`src/rtl/display_pkg.sv`:
```
// display_pkg: shared FSM encodings and segment layout for the 7-segment scan path.
package display_pkg;
    typedef enum logic [1:0] {ST_IDLE, ST_BLANK, ST_SHOW} state_t;
    // Bit 7 is segment a, bit 0 is the decimal point.
    typedef struct packed {logic a, b, c, d, e, f, g, dp;} seg_t;
    localparam seg_t SEG_BLANK = 8'h00;
endpackage

```
`src/rtl/bcd_coder.sv`:
```
// bcd_coder: BCD digit to active-high 7-segment pattern; valid flags 0..9.
module bcd_coder
    import display_pkg::*;
(
    input  logic [3:0] bcd,
    output seg_t       seg,
    output logic       valid
);
    always_comb begin
        seg = SEG_BLANK;
        case (bcd)
            4'd0: seg = 8'hFC;
            4'd1: seg = 8'h60;
            4'd2: seg = 8'hDA;
            4'd3: seg = 8'hF2;
            4'd4: seg = 8'h66;
            4'd5: seg = 8'hB6;
            4'd6: seg = 8'hBE;
            4'd7: seg = 8'hE0;
            4'd8: seg = 8'hFE;
            4'd9: seg = 8'hF6;
            default: seg = SEG_BLANK;
        endcase
    end
    assign valid = bcd <= 4'd9;
endmodule

```
`src/rtl/display_scan_ctrl.sv`:
```
// display_scan_ctrl: multiplexed 7-segment scanner with shadowed BCD value,
// blanking gaps, leading-zero blanking and a frame-boundary load handshake.
module display_scan_ctrl
    import display_pkg::*;
#(
    parameter int NUM_DIGITS   = 4,
    parameter int DWELL_CYCLES = 50000,
    parameter int BLANK_CYCLES = 500
) (
    input  logic                    clk,
    input  logic                    rst_n,
    input  logic                    en,
    input  logic                    lzb,
    input  logic [4*NUM_DIGITS-1:0] bcd_data,
    input  logic                    load_req,
    output logic                    load_ack,
    output logic [NUM_DIGITS-1:0]   digit_sel,
    output logic [7:0]              seg_out,
    output logic                    frame_done
);
    localparam int IW = $clog2(NUM_DIGITS);
    localparam int DW = $clog2(DWELL_CYCLES + 1);
    localparam int BW = $clog2(BLANK_CYCLES + 1);
    localparam logic [IW-1:0] IDX_LAST = IW'(NUM_DIGITS - 1);
    localparam logic [DW-1:0] D_LAST = DW'(DWELL_CYCLES - 1);
    localparam logic [BW-1:0] B_LAST = BW'(BLANK_CYCLES - 1);

    state_t state, state_nxt;
    logic [IW-1:0] idx, idx_nxt;
    logic [DW-1:0] dtmr, dtmr_nxt;
    logic [BW-1:0] btmr, btmr_nxt;
    logic [4*NUM_DIGITS-1:0] shadow;
    logic load, zero_above, seg_valid;
    logic [NUM_DIGITS-1:0] lz_mask;
    logic [3:0] digit;
    logic [7:0] seg_lit;
    seg_t seg_raw;

    assign digit = 4'(shadow >> {idx_nxt, 2'b00});

    bcd_coder u_coder (.bcd(digit), .seg(seg_raw), .valid(seg_valid));

    // lz_mask[k] is set when digit k and every digit above it are zero.
    always_comb begin
        zero_above = 1'b1;
        lz_mask = '0;
        for (int k = NUM_DIGITS - 1; k > 0; k--) begin
            zero_above = zero_above && (shadow[4*k +: 4] == 4'd0);
            lz_mask[k] = zero_above;
        end
    end

    assign seg_lit = (!seg_valid || (lzb && lz_mask[idx_nxt])) ? SEG_BLANK : seg_raw;

    always_comb begin
        state_nxt = state;
        idx_nxt = idx;
        dtmr_nxt = dtmr;
        btmr_nxt = btmr;
        load = 1'b0;
        if (!en) begin
            state_nxt = ST_IDLE;
            idx_nxt = '0;
            dtmr_nxt = '0;
            btmr_nxt = '0;
            load = state == ST_IDLE && load_req && !load_ack;
        end else begin
            case (state)
                ST_IDLE: state_nxt = ST_BLANK;
                ST_BLANK: begin
                    state_nxt = btmr == B_LAST ? ST_SHOW : ST_BLANK;
                    btmr_nxt = btmr == B_LAST ? '0 : btmr + 1'b1;
                end
                default: begin
                    state_nxt = dtmr == D_LAST ? ST_BLANK : ST_SHOW;
                    dtmr_nxt = dtmr == D_LAST ? '0 : dtmr + 1'b1;
                    idx_nxt = dtmr != D_LAST ? idx : idx == IDX_LAST ? '0 : idx + 1'b1;
                    // The shadow only changes at the frame boundary, so a frame never tears.
                    load = dtmr == D_LAST && idx == IDX_LAST && load_req;
                end
            endcase
        end
    end

    always_ff @(posedge clk) begin
        if (!rst_n) begin
            state <= ST_IDLE;
            idx <= '0;
            dtmr <= '0;
            btmr <= '0;
            shadow <= '0;
            load_ack <= 1'b0;
            digit_sel <= '0;
            seg_out <= SEG_BLANK;
            frame_done <= 1'b0;
        end else begin
            state <= state_nxt;
            idx <= idx_nxt;
            dtmr <= dtmr_nxt;
            btmr <= btmr_nxt;
            shadow <= load ? bcd_data : shadow;
            load_ack <= load;
            digit_sel <= state_nxt == ST_SHOW ? NUM_DIGITS'(1) << idx_nxt : '0;
            // Pattern (and lzb) is captured on entry to SHOW and held for the whole dwell.
            seg_out <= state_nxt != ST_SHOW ? SEG_BLANK : state != ST_SHOW ? seg_lit : seg_out;
            frame_done <= state_nxt == ST_SHOW && idx_nxt == IDX_LAST && dtmr_nxt == D_LAST;
        end
    end
endmodule

```
`config.mk`:
```
export PLATFORM = sky130hd
export DESIGN_NAME = display_scan_ctrl
export DESIGN_NICKNAME = d
export VERILOG_FILES = /design/src/rtl/display_pkg.sv /design/src/rtl/bcd_coder.sv /design/src/rtl/display_scan_ctrl.sv
export SDC_FILE = /design/constraint.sdc
export NUM_CORES = 1
export LEC_CHECK = 0
export BUFFER_PORTS_ARGS = -buffer_cell sky130_fd_sc_hd__buf_2
export CORE_MARGIN = 8
export CORE_UTILIZATION = 35
export CTS_CLUSTER_SIZE = 40
export DETAILED_ROUTE_END_ITERATION = 8
export GPL_TIMING_DRIVEN = 0
export PLACE_DENSITY_LB_ADDON = 0.12
export SETUP_SLACK_MARGIN = 0.15
export SKIP_CTS_REPAIR_TIMING = 1
export SKIP_LAST_GASP = 1
export SLEW_MARGIN = 20
export SYNTH_ARGS = -nofsm -noshare
export SYNTH_HDL_FRONTEND = slang
export SYNTH_SLANG_ARGS = --single-unit
export TNS_END_PERCENT = 10
```
`constraint.sdc`:
```
create_clock -name clk -period 3.68 [get_ports clk]
set_input_delay 0.184 -clock clk [delete_from_list [all_inputs] [get_ports clk]]
set_output_delay 0.184 -clock clk [all_outputs]
set_load 0.01 [all_outputs]
```
==> summary.md <==
| Metric | Value |
|---|---|
| Worst Path Required | `3.96 ns` |
| Status | `complete, no violations` |
| Routed WL | `6.40 mm` |
| Number of vias per cell | `4.73` |
| Hold WS | `0.0995 ns` |
| Cells after Synth | `319` |
| Max FO, Critical Path | `7` |
| Gr usage total | `12.0%` |
| PwrDens | `364 nW/um^2` |
| Simple-Gate Fraction of Synth Area | `27.0%` |
| Multiplexer share of the synthesized area | `11.1%` |
| Max Clock Skew | `0.00736 ns` |
| Share of layout cells above drive strength 1 | `26.0%` |
| Initial antenna violation count | `0` |
| Peak supply drop | `0.169 mV` |
| XOR/XNOR Fraction of Synth Area | `7.61%` |
| Fmax | `0.284 GHz` |
| Power consumption | `1.32 mW` |
| Period utilization | `95.8%` |
| Fin. Hold Viols | `0` |
| Vias in the first global route | `2,405` |
| Number of flops mapped to enable cells by yosys | `0` |
| Final HPWL DP | `4.60 mm` |
| First-pass GRT wire length | `11.1 mm` |
| Final nets | `409` |
| Fraction of registers with async set/reset | `0%` |
| Max-slew violations | `0` |
| I/O Pins | `35` |
| Clock Tree Buf Depth | `2` |
| Largest net degree at the start of global routing | `11` |
| Largest family of logic cells by synthesized area | `simple AND/OR/NAND/NOR gates` |
| Clock edge transition at the registers on the reported setup and hold paths | `0.07 ns` |
| Syn Nets | `348` |
| Worst EP arrival | `3.80 ns` |
| Die Y | `107 um` |
| Slowest CP cell | `or4bb_4` |
| Leak | `1.38 nW` |
| Core Region | `8090 sq um` |
| Worst skew pair latency | `0.34 ns` |
| Placed Area | `3170 sq um` |
| 1st-pass router iterations | `4` |
| Final GP Congestion | `0.749` |
| Yosys warnings | `0` |
| Setup-failing EPs final | `0` |
| Clock Sinks | `58` |
| CTS tree | `yes` |
| Multi-input gate area | `1750 sq um` |
| Seq/Total Area, Yosys | `40.3%` |
| Max_cap viols | `0` |
| Fill cells | `870` |
| FF+latch area | `1160 sq um` |
| Top_reg_cell synth | `dfxtp_1` |
| Compound-cell area share of the yosys netlist | `7.39%` |
| FF+latch count, synth | `58` |
| DR iter-0 viols | `40` |
| Crit. End Element | `flop` |
| Initial Util | `35.6%` |
| CTS buffer count | `9` |
| DRC viols | `0` |
| Tmin final | `3.53 ns` |
| Post-route cell area | `3630 sq um` |
| Syn avg cell area | `9.02 sq um` |
| CTS root buffer | `clkbuf_8` |
| DR WL/cell | `13.1 um` |
| P&R area growth vs syn | `26.1%` |
| Worst Max-Slew Pin Slew | `0.580 ns` |
| Buffers plus inverters on the worst setup path | `4` |
| N_diodes | `0` |
| Post-layout util | `44.9%` |
| RSZ-0062 raised after global routing | `true` |
| Post-Synth Adder-Cell Area | `3.48%` |
| Die area | `11,400 sq um` |
| Crit start category | `flop` |
| Grt ovf | `0` |
| Crit path cell chain | `buf_6 -> or4bb_4 -> nor4_4 -> buf_6 -> mux2i_4 -> buf_6 -> mux2i_4 -> mux2i_4 -> inv_2 -> ha_4 -> nor2_2 -> o31ai_2 -> or3b_4 -> o21ai_2` |
| CP max stage delay | `0.53 ns` |
| Port Buf Inserts | `32` |
| Slew HR | `60.3%` |
| Antenna viol nets, final | `0` |
| Hold Path Class | `input port to flop` |
| Critical path class | `flop to flop` |
| Distinct cells, synth | `54` |
| Rows | `33` |
| Synthesized area | `2880 sq um` |
| Die span in x | `107 um` |
| CP delay by family, top | `simple AND/OR/NAND/NOR gates` |
| Total vias in the final route | `2,311` |
| H-tree depth reported by CTS | `3` |
-- sequential cells by signal (all words and copies together), names as in the netlist --
| register | count |
|---|---|
| frame_done | 1 |
| state | 2 |
| dtmr | 16 |
| idx | 2 |
| load_ack | 1 |
| seg_out | 7 |
| shadow | 16 |
| digit_sel | 4 |
| btmr | 9 |
-- final timing paths --
check                          start  cells after the start                      end  slack (ns)
max              dtmr[12]$_SDFF_PN0_                     14  seg_out[7]$_SDFFE_PP0P_        0.15
min                      bcd_data[4]                      3   shadow[4]$_SDFFE_PN0P_         0.1
max reg2reg      dtmr[12]$_SDFF_PN0_                     14  seg_out[7]$_SDFFE_PP0P_        0.15
min reg2reg  seg_out[7]$_SDFFE_PP0P_                      2  seg_out[7]$_SDFFE_PP0P_        0.46
-- worst min-delay path, delay by kind of cell --
kind,cells,cell delay (ns)
and+or+nand+nor,1,0.09
buffers and inverters,1,0.08
muxes,1,0.06
-- per-layer routing --
layer	vias to the layer above	GRT usage, %	part of all wire [%]
met3	8	4.26	3.5
met1	1062	14.3	47
met4	0	3.62	1.2
met5	-	0	0
li1	1213	-	-
met2	28	19.8	48
-- layout make-up --
cell class | instances | area share [%]
inverter | 6 | 0.620
timing repair buffer | 50 | 8.45
sequential | 58 | 32.0
tap | 105 | 3.62
buffer | 13 | 1.90
clock buffer | 10 | 3.79
clock inverter | 5 | 1.52
multi-input combinational | 242 | 48.1
-- stage by stage --
step	setup WS, ns	TNS (ns)	cells
floorplan	0.182	0	319
global placement	-0.398	-2.12	456
detailed placement	-0.448	-2.46	456
CTS	-0.485	-2.70	471
global route	-0.00863	-0.0134	489
finish	0.155	0	489
-- cells in the mapped netlist, types with 3 or more instances --
cell type | instances | area (sq um)
nand2_1 | 25 | 93.8
nand2b_1 | 3 | 18.8
nand4_1 | 4 | 25.0
dfxtp_1 | 58 | 1160
nand3_1 | 12 | 60.1
and4_1 | 3 | 26.3
nor2_1 | 45 | 169
and2_1 | 4 | 25.0
inv_1 | 6 | 22.5
a21oi_1 | 4 | 20.0
o21ai_1 | 5 | 25.0
xor2_1 | 11 | 96.3
ha_1 | 8 | 100
or2_2 | 3 | 18.8
o21ai_0 | 5 | 25.0
nor2b_1 | 21 | 131
clkbuf_1 | 10 | 37.5
nor4_1 | 4 | 25.0
xnor2_1 | 14 | 123
mux2i_1 | 28 | 280
and3_1 | 5 | 31.3
-- cells by family after synthesis --
family                     Yosys count
buffers and inverters               19
and+or+nand+nor                    146
AOI/OAI and AO/OA                   31
xor gates and xnor gates            25
adders and majority gates            8
other                                1
DFF                                 58
muxes                               31
-- layout by cell type (no fill, tap or decap), drive strengths merged, types with 3 or more instances in the layout --
cell type	count
dfxtp	58
buf	54
nor2	45
mux2i	30
nand2	25
nor2b	21
clkbuf	19
xnor2	14
nand3	12
xor2	11
o21ai	11
ha	8
inv	6
and3	5
nor4	5
nand4	4
a21oi	4
and2	4
or2	3
and4	3
nand2b	3
-- power breakdown --
part / switching (mW) / internal, mW / leakage, nW
Clock: 0.265 / 0.325 / 0.0941
Sequential: 0.00824 / 0.637 / 0.470
Combinational: 0.0443 / 0.0420 / 0.814
(Power assumes the default switching activity.)
